--- src/rtl/cnn_result_writer.sv ---
// Drains the accelerator result stream, packs pairs of results into bus words
// and writes them to consecutive 8-byte addresses, then pulses doneOut.
module cnn_result_writer #(
    parameter int BUS_ADDR_WIDTH = 32,
    parameter int BUS_DATA_WIDTH = 64,
    parameter int DATA_WIDTH     = 32,
    parameter int CNT_WIDTH      = 16
) (
    input  logic                        clkIn,
    input  logic                        rstIn,
    input  logic                        startIn,
    input  logic [BUS_ADDR_WIDTH-1:0]   baseAddrIn,
    input  logic [CNT_WIDTH-1:0]        numResultsIn,
    input  logic [DATA_WIDTH-1:0]       dataIn,
    input  logic                        validIn,
    output logic                        readyOut,
    output logic [BUS_ADDR_WIDTH-1:0]   busAddrOut,
    output logic [BUS_DATA_WIDTH/8-1:0] busWrEnOut,
    output logic [BUS_DATA_WIDTH-1:0]   busWrDataOut,
    output logic                        busValidOut,
    input  logic                        busReadyIn,
    output logic                        busyOut,
    output logic                        doneOut
);

    localparam int BE_WIDTH = BUS_DATA_WIDTH / 8;
    localparam int LANE_BE  = DATA_WIDTH / 8;
    localparam logic [BUS_ADDR_WIDTH-1:0] ADDR_STEP = BUS_ADDR_WIDTH'(BE_WIDTH);

    localparam logic [1:0] IDLE  = 2'd0;
    localparam logic [1:0] PACK  = 2'd1;
    localparam logic [1:0] WRITE = 2'd2;
    localparam logic [1:0] DONE  = 2'd3;

    logic [1:0]                state;
    logic [BUS_ADDR_WIDTH-1:0] addr;
    logic [CNT_WIDTH-1:0]      remaining;
    logic                      lane;
    logic [BUS_DATA_WIDTH-1:0] word;
    logic [BE_WIDTH-1:0]       byte_en;
    logic                      done;

    // Bus outputs come straight from registers so they stay frozen while the bus stalls.
    assign readyOut     = (state == PACK);
    assign busValidOut  = (state == WRITE);
    assign busyOut      = (state != IDLE);
    assign doneOut      = done;
    assign busAddrOut   = addr;
    assign busWrDataOut = word;
    assign busWrEnOut   = byte_en;

    always_ff @(posedge clkIn) begin
        if (rstIn) begin
            state     <= IDLE;
            addr      <= '0;
            remaining <= '0;
            lane      <= 1'b0;
            word      <= '0;
            byte_en   <= '0;
            done      <= 1'b0;
        end else begin
            done <= (state == DONE);
            case (state)
                IDLE: begin
                    if (startIn) begin
                        addr      <= baseAddrIn;
                        remaining <= numResultsIn;
                        lane      <= 1'b0;
                        word      <= '0;
                        byte_en   <= '0;
                        state     <= (numResultsIn == '0) ? DONE : PACK;
                    end
                end
                PACK: begin
                    if (validIn) begin
                        word[int'(lane)*DATA_WIDTH +: DATA_WIDTH] <= dataIn;
                        byte_en[int'(lane)*LANE_BE +: LANE_BE]    <= '1;
                        remaining <= remaining - CNT_WIDTH'(1);
                        lane      <= ~lane;
                        // A word goes out when full or when it holds the final result.
                        if (lane || (remaining == CNT_WIDTH'(1))) begin
                            state <= WRITE;
                        end
                    end
                end
                WRITE: begin
                    if (busReadyIn) begin
                        addr    <= addr + ADDR_STEP;
                        word    <= '0;
                        byte_en <= '0;
                        lane    <= 1'b0;
                        state   <= (remaining == '0) ? DONE : PACK;
                    end
                end
                DONE: begin
                    state <= IDLE;
                end
                default: begin
                    state <= IDLE;
                end
            endcase
        end
    end

endmodule

--- config.mk ---
export PLATFORM = sky130hd
export DESIGN_NAME = cnn_result_writer
export DESIGN_NICKNAME = d
export VERILOG_FILES = /design/src/rtl/cnn_result_writer.sv
export SDC_FILE = /design/constraint.sdc
export NUM_CORES = 1
export LEC_CHECK = 0
export ABC_AREA = 1
export BUFFER_PORTS_ARGS = -buffer_cell sky130_fd_sc_hd__buf_2
export CORE_MARGIN = 4
export CORE_UTILIZATION = 51
export DETAILED_ROUTE_END_ITERATION = 10
export PLACE_DENSITY = 0.82
export SYNTH_ARGS = -nofsm -noshare
export SYNTH_HDL_FRONTEND = slang
export SYNTH_SLANG_ARGS = --single-unit
--- constraint.sdc ---
create_clock -name clkIn -period 2 [get_ports clkIn]
set_input_delay 0.3 -clock clkIn [delete_from_list [all_inputs] [get_ports clkIn]]
set_output_delay 0.3 -clock clkIn [all_outputs]
set_load 0.005 [all_outputs]
==> results.md, run 1 <==
- Run status: completed
- Antenna Violating Nets Remaining: 0
- Synthesized flop and latch total: 118
- Worst Hold Class: in -> reg
- Hold Startpoint: baseAddrIn[3]
- Yosys Warn Count: 0
- Filler instances: 1,021
- Worst-path cell chain: inv_2, nor2_2, buf_6, buf_2
- Achievable Freq: 0.551 GHz
- Crit Path Category: reg -> out
- Wire per inst: 14.1 um
- IR drop worst, VDD: 0.000699 V
- Synth Flop Type: dfxtp_1
- Asr flop ratio synth: 0
- Diode count: 0
- Worst path top cell family by delay: buffers and inverters
- Setup TNS: 0 ps
- Residual DRC: 0
- Leakage Power: 3.44 nW
- Initial antenna violation count: 0
- Synth unique cells: 32
- R2R Setup Slk: 220 ps
- Die Height: 116 um
- Top sig layer: met4
- Commonest cells in the netlist: nand2_1 (250), dfxtp_1 (118), a21oi_1 (111)
- Crit. End Element: output pin
- Postcts setup bufs: 0
- Share of the synthesized area in the top cell type: 0.395
- Worst EP required: 1700 ps
- Pin count of the biggest net entering global routing: 91
- Tot GR Track Use: 0.258
- Post-synth EDFFs: 0
- Top Ports: 193
- Met3 Wirelength: 1080 um
- Max H-tree Level: 4
- Placer Congestion: 0.951
- Startpoint Class: flop
- Critical R2R Launch: busAddrOut[3]
- Vias: 6,642
- Vias in the first global route: 6,039
- CTS buffer count: 17
- Die area: 13,500 sq um
- Worst slew margin: 0.726
- CTS Buffer Depth: 2
- Grt ovf: 0
- Final WL: 17,600 um
- Clk_lat worst skew: 420 ps
- DP Worst Slack: 158 ps
- Finished Layout Cells: 1,248
- Slew Limit Fails: 0
- Max-cap viol count: 0
- Pwr dens: 1180 nW/um^2
- DP Wirelength: 12,500 um
- Area of the mapped netlist: 5990 sq um
- Syn nets: 1,003
- Cell with the most instances after synthesis: nand2_1
- First-pass GRT wire length: 28,300 um
- # setup viols final: 0
- Core box area: 11,500 sq um
- Hold Crit Depth: 3
- RSZ-0062 raised after global routing: no
- Synth top area cells: dfxtp_1 (39%), nand2_1 (16%), a21oi_1 (9.3%)
- Tcrit/Tclk final: 0.907
- Worst path max stage delay: 400 ps
- PortBufs: 192
- CTS tree: built
- Slew @ Worst Pin: 411 ps
- Worst Reg-to-Reg Cells: 9
- Mapped Cells: 915
- Initial Utilization: 0.522
- Placed cells: 1,216
- Leading area contributor after synthesis: dfxtp_1
- Setup slack after layout: 186 ps
- Worst Path Buf+Inv: 3
- Detailed Routing Iterations Pass 1: 5
- Die Wd: 116 um
- Reg2reg end: busAddrOut[21]
- Seq/Total Area, Yosys: 0.395
- Clock root buffer: clkbuf_16
- Clk_skew: 6.09 ps
- Clk sinks: 118
- Wl on met1: 7360 um
- Area delta synth->final: 28.5%
- Critical path peak fanout: 34
- Clock transition at path regs: 60 ps
- Critical path depth: 4
- Mapped Avg Cell Area: 6.54 sq um
- DR iter-0 viols: 521
- WL met2: 8580 um
- WP data arrival: 1510 ps
- Drt via density: 5.32
- Post-layout nets: 1,180
- Slowest stage cell, crit path: dfxtp_2
- Layout cells sized above 1: 0.242
- Final hold violations: 0
- Hold Path End: busAddrOut[3]
- Rows: 39
- Fin crit period: 1810 ps
-- cell type report --
class / instances / area (sq um) / share of cell area
well taps: 143 / 179 / 0.0233
flip-flops and latches: 118 / 2360 / 0.307
clock inverters: 15 / 194 / 0.0252
multi-input cells: 676 / 3100 / 0.402
clock buffers: 17 / 425 / 0.0553
repair buffers: 212 / 1180 / 0.154
inverters: 67 / 251 / 0.0327
-- repair_timing --
| action | 4_1_cts | 5_1_grt |
|---|---|---|
| hold buffers | 0 | 0 |
| endpoints found under the setup margin | 0 | 38 |
| resized for setup | 0 | 5 |
-- registers in the layout, summed over array words and instances, names as in the netlist --
name,cells
busAddrOut,32
busWrDataOut,64
busWrEnOut,2
doneOut,1
lane,1
remaining,16
state,2
-- report_power, final --
group | internal, W | switching, W | leakage, nW
sequential | 0.00268 | 0.000387 | 0.963
clock | 0.00199 | 0.00119 | 0.299
combinational | 0.00105 | 0.00175 | 2.18
total | 0.00572 | 0.00332 | 3.44
-- tightest hold or removal path, stage by stage --
cell      delay [ps]
buf_2             80
a211oi_1          50
nor2_1            70
-- metrics by stage --
step | utilization | instance area, sq um | power [W] | hold WS, ps
floorplan | - | 5990 | 0.00495 | 441
global placement | 0.616 | 7060 | 0.00582 | 445
detailed placement | 0.616 | 7060 | 0.00585 | 450
CTS | 0.670 | 7680 | 0.00904 | 111
global route | 0.671 | 7690 | 0.00960 | 127
finish | 0.671 | 7690 | 0.00904 | 126
-- cells in the final DEF (no fill, tap or decap), types with 13 or more instances in the layout --
| cell type | count |
|---|---|
| buf_2 | 192 |
| nand3_1 | 105 |
| nand2_1 | 250 |
| inv_1 | 55 |
| a21oi_1 | 111 |
| buf_4 | 13 |
| dfxtp_1 | 116 |
| clkbuf_16 | 17 |
| o21ai_0 | 42 |
| nor2_1 | 106 |
-- kinds of logic (layout without fill, tap and decap cells) --
kind of cell	Yosys count	count (layout)	share of synthesized area
xor+xnor	11	11	0.0161
fa+ha+maj	3	3	0.00627
buf+inv	121	311	0.0897
compound gates	182	182	0.162
flops	118	118	0.395
simple gates	480	480	0.332
-- worst max path at each step --
stage                  start               end  slack (ps)
2_1_floorplan       state[0]  busWrDataOut[34]         530
3_3_place_gp        state[0]  busWrDataOut[63]         190
3_5_place_dp        state[0]  busWrDataOut[21]         160
4_1_cts             state[1]       busValidOut          20
5_1_grt        busAddrOut[3]    busAddrOut[21]          50
6_report            state[1]       busValidOut         190
-- layer usage --
layer | up-vias | GRT usage
li1 | 3345 | -
met1 | 3003 | 0.325
met2 | 247 | 0.421
met3 | 47 | 0.0528
met4 | 0 | 0.128
met5 | - | 0
Note: power is estimated with default switching activity, not from simulation.
==> run 2, diff against run 1 <==
- BUFFER_PORTS_ARGS: -buffer_cell sky130_fd_sc_hd__buf_2 -> -buffer_cell sky130_fd_sc_hd__buf_4
==> results.md, run 2 (synthesis gave the netlist of run 1 again) <==
- Tot GR Track Use: 0.272
- Area delta synth->final: 36.1%
- Leakage Power: 3.51 nW
- Max reg flops: 64
- Drt via density: 5.38
- Achievable Freq: 0.533 GHz
- Startpoint Class: flop
- IR drop worst, VDD: 0.000756 V
- Worst-path cell chain: inv_2, nor2_2, buf_6, buf_4
- Final WL: 18,200 um
- Worst EP required: 1700 ps
- WP data arrival: 1580 ps
- Worst path max stage delay: 460 ps
- Placer Congestion: 0.969
- Commonest cells after routing, fill and taps aside: nand2_1 (250), buf_4 (207), dfxtp_1 (117)
- Run status: completed
- Vias: 6,702
- Crit. End Element: output pin
- Finished Layout Cells: 1,246
- Tcrit/Tclk final: 0.938
- Pin count of the biggest net entering global routing: 91
- Setup slack after layout: 124 ps
- Final hold violations: 0
- First-pass GRT wire length: 29,700 um
- Post-layout nets: 1,180
- Initial antenna violation count: 0
- DP Wirelength: 12,500 um
- Clock root buffer: clkbuf_16
- Vias in the first global route: 6,321
- Die Wd: 116 um
- Crit Path Category: reg -> out
- CTS buffer count: 17
- Postcts setup bufs: 0
- Max H-tree Level: 4
- Setup TNS: 0 ps
- Final instance area: 8150 sq um
- Max-cap viol count: 0
- Critical path peak fanout: 36
- CTS tree: built
- Detailed Routing Iterations Pass 1: 7
- Residual DRC: 0
- Pwr dens: 1130 nW/um^2
- Slowest stage cell, crit path: dfxtp_1
- Wire per inst: 14.6 um
- Diode count: 0
- DR iter-0 viols: 550
- Clk sinks: 118
- Die Height: 116 um
- Post-DP Area: 7530 sq um
- PortBufs: 192
- DP Worst Slack: 189 ps
- Clk_skew: 5.57 ps
- Worst Hold Class: in -> reg
- Filler instances: 989
- Clock transition at path regs: 50 ps
- Slew @ Worst Pin: 751 ps
- Top Ports: 193
- # setup viols final: 0
- Antenna Violating Nets Remaining: 0
- Die area: 13,500 sq um
- Core box area: 11,500 sq um
- Worst slew margin: 0.499
- Slew Limit Fails: 0
- Clk_lat worst skew: 420 ps
- Rows: 39
- Initial Utilization: 0.522
- Layout cells sized above 1: 0.238
- CTS Buffer Depth: 2
- RSZ-0062 raised after global routing: no
- Grt ovf: 0
- Commonest non-fill, non-tap cell in the layout: nand2_1
- Fin crit period: 1880 ps
- Placed cells: 1,216
-- run 2: cell types whose count changed in the layout (fill, tap and decap cells not counted), moves of 2 or more --
cell	change
buf_2	-192
inv_8	-2
clkinv_2	+2
clkbuf_1	+2
clkbuf_8	+2
inv_6	-4
clkinv_4	-2
buf_4	+194
-- run 2: power by group --
group          internal [W]  total, W  switching, W
Clock               0.00213   0.00319       0.00107
Combinational       0.00118   0.00296       0.00178
Sequential          0.00268   0.00308      0.000399
-- run 2: metrics by stage --
step                total power, W  utilization  hold WS [ps]
global route               0.00979        0.710           126
floorplan                  0.00495            -           441
global placement           0.00596        0.656           449
CTS                        0.00922        0.710           117
finish                     0.00924        0.710           128
detailed placement         0.00600        0.656           454
-- run 2: routing by layer --
layer	part of all wire	vias to the layer above	global-route usage
met3	0.080	65	0.0699
met4	0.038	0	0.130
met1	0.40	2970	0.335
li1	-	3332	-
met2	0.48	335	0.445
met5	0	-	0
-- run 2: timing repair --
action                                  4_1_cts  5_1_grt
hold buffers                                  0        0
endpoints found under the setup margin        0       26
gates resized for setup                       0        3
-- run 2: path summary, 6_finish.rpt --
kind | start | to | slack (ps) | cells after the start
setup / recovery | state[1] | busValidOut | 120 | 4
hold / removal | baseAddrIn[3] | busAddrOut[3] | 130 | 3
setup reg to reg | state[1] | busWrDataOut[13] | 200 | 11
hold reg to reg | busWrDataOut[39] | busWrDataOut[39] | 460 | 2
-- run 2: critical path, delay by kind of cell (launching register included) --
kind | cells | cell delay, ps
AND/OR/NAND/NOR | 1 | 160
flip-flops | 1 | 460
buffers and inverters | 3 | 530
-- run 2: final cells by class --
type | instances | area, sq um | share of cell area
clock buffers | 21 | 460 | 0.0565
clock inverters | 9 | 151 | 0.0186
inverters | 67 | 251 | 0.0309
multi-input cells | 676 | 3100 | 0.380
flip-flops and latches | 118 | 2360 | 0.290
well taps | 143 | 179 | 0.0220
repair buffers | 212 | 1650 | 0.202
==> run 3, diff against run 2 <==
- CORE_ASPECT_RATIO: default -> 0.75
==> results.md, run 3 (synthesis gave the netlist of run 1 again) <==
- Run status: completed
- Worst slew margin: 0.501
- Hold Path End: busAddrOut[2]
- R2R Setup Slk: 210 ps
- Max-cap viol count: 0
- Layout cells sized above 1: 0.237
- Clk_lat worst skew: 410 ps
- Final hold violations: 0
- Core box area: 11,200 sq um
- Rows: 33
- Die Wd: 133 um
- Top Ports: 193
- Placer Congestion: 0.922
- Global Route met1 Usage: 0.356
- Area delta synth->final: 36.9%
- Antenna Violating Nets Remaining: 0
- Leakage Power: 3.51 nW
- Post-layout nets: 1,178
- Post-CTS Hold Buffers: 0
- Critical R2R Launch: state[1]
- Achievable Freq: 0.532 GHz
- RSZ-0062 raised after global routing: no
- Vias in the first global route: 6,295
- Worst EP required: 1700 ps
- Die Height: 102 um
- Slew @ Worst Pin: 748 ps
- IR drop worst, VDD: 0.000689 V
- Commonest cells after routing, fill and taps aside: nand2_1 (250), buf_4 (202), dfxtp_1 (118)
- Diode count: 0
- Startpoint Class: flop
- Pin count of the biggest net entering global routing: 91
- DP Wirelength: 12,800 um
- Pwr dens: 1140 nW/um^2
- Crit Path Category: reg -> out
- Setup slack after layout: 121 ps
- DR iter-0 viols: 599
- Tot GR Track Use: 0.267
- Max reg flops: 64
- Most used routing layer in global routing: met2
- GR met3 Demand/Resource: 0.0689
- Tcrit/Tclk final: 0.939
- Fin crit period: 1880 ps
- Reg2reg end: busWrDataOut[38]
- Clock transition at path regs: 60 ps
- Post_cts resized: 0
- Max H-tree Level: 4
- CTS Buffer Depth: 2
- Grt ovf: 0
- Initial Utilization: 0.535
- CTS buffer count: 17
- Initial antenna violation count: 0
- Hold Startpoint: baseAddrIn[2]
- Residual DRC: 0
- First-pass GRT wire length: 30,000 um
- PortBufs: 192
- WP data arrival: 1580 ps
- Clk_skew: 8.05 ps
- DP Worst Slack: 197 ps
- Commonest non-fill, non-tap cell in the layout: nand2_1
- Filler instances: 942
- Critical path peak fanout: 35
- Clock root buffer: clkbuf_16
- Vias: 6,683
- Final WL: 18,500 um
- CTS tree: built
- Wire per inst: 14.7 um
- Clk sinks: 118
- Setup TNS: 0 ps
- Slew Limit Fails: 0
- Detailed Routing Iterations Pass 1: 5
- Die area: 13,600 sq um
- Drt via density: 5.31
- # setup viols final: 0
- Crit. End Element: output pin
- Met2 GRT Util: 0.426
- Worst Hold Class: in -> reg
- Worst Reg-to-Reg Cells: 11
- Postcts setup bufs: 0
- Hold Crit Depth: 3
==> run 3: stage by stage <==
stage           util  hold slack, ps  instance area [sq um]  instances  power, W
6_report       0.732             137                   8200       1259   0.00932
5_1_grt        0.732             139                   8200       1259   0.00983
4_1_cts        0.731             132                   8180       1259   0.00930
3_5_place_dp   0.675             451                   7550       1228   0.00604
3_3_place_gp   0.675             446                   7550       1228   0.00600
2_1_floorplan      -             441                   5990        915   0.00495
==> run 3: area by class of cell <==
class / count / area, sq um / area share
Multi-Input combinational cell: 676 / 3100 / 0.378
Sequential cell: 118 / 2360 / 0.288
Clock inverter: 14 / 199 / 0.0243
Clock buffer: 17 / 425 / 0.0519
Inverter: 67 / 251 / 0.0307
Timing Repair Buffer: 210 / 1660 / 0.203
Tap cell: 157 / 196 / 0.0240
==> run 3: metal layers <==
metal  wire length, um  part of all wire
met5                 0                 0
met1              8260              0.45
met4               382             0.021
met3              1450             0.078
met2              8430              0.46
==> run 3: critical path, stage by stage (launching register included) <==
cell	delay, ps
dfxtp_1	460
inv_2	50
nor2_2	180
buf_6	300
buf_4	170
==> run 3: worst max path at each step <==
stage	slack (ps)	cells after the start	from	to
floorplan	530	10	state[0]	busWrDataOut[34]
global placement	280	9	remaining[0]	remaining[10]
detailed placement	200	11	state[1]	busWrDataOut[45]
CTS	30	4	state[1]	busValidOut
global route	10	9	busAddrOut[3]	busAddrOut[21]
finish	120	4	state[1]	busValidOut
==> run 3: where the power goes <==
| part | total (W) | internal, W | switching [W] |
|---|---|---|---|
| Combinational | 0.00301 | 0.00121 | 0.00179 |
| Sequential | 0.00306 | 0.00268 | 0.000385 |
| Clock | 0.00325 | 0.00209 | 0.00116 |
| Total | 0.00932 | 0.00598 | 0.00334 |
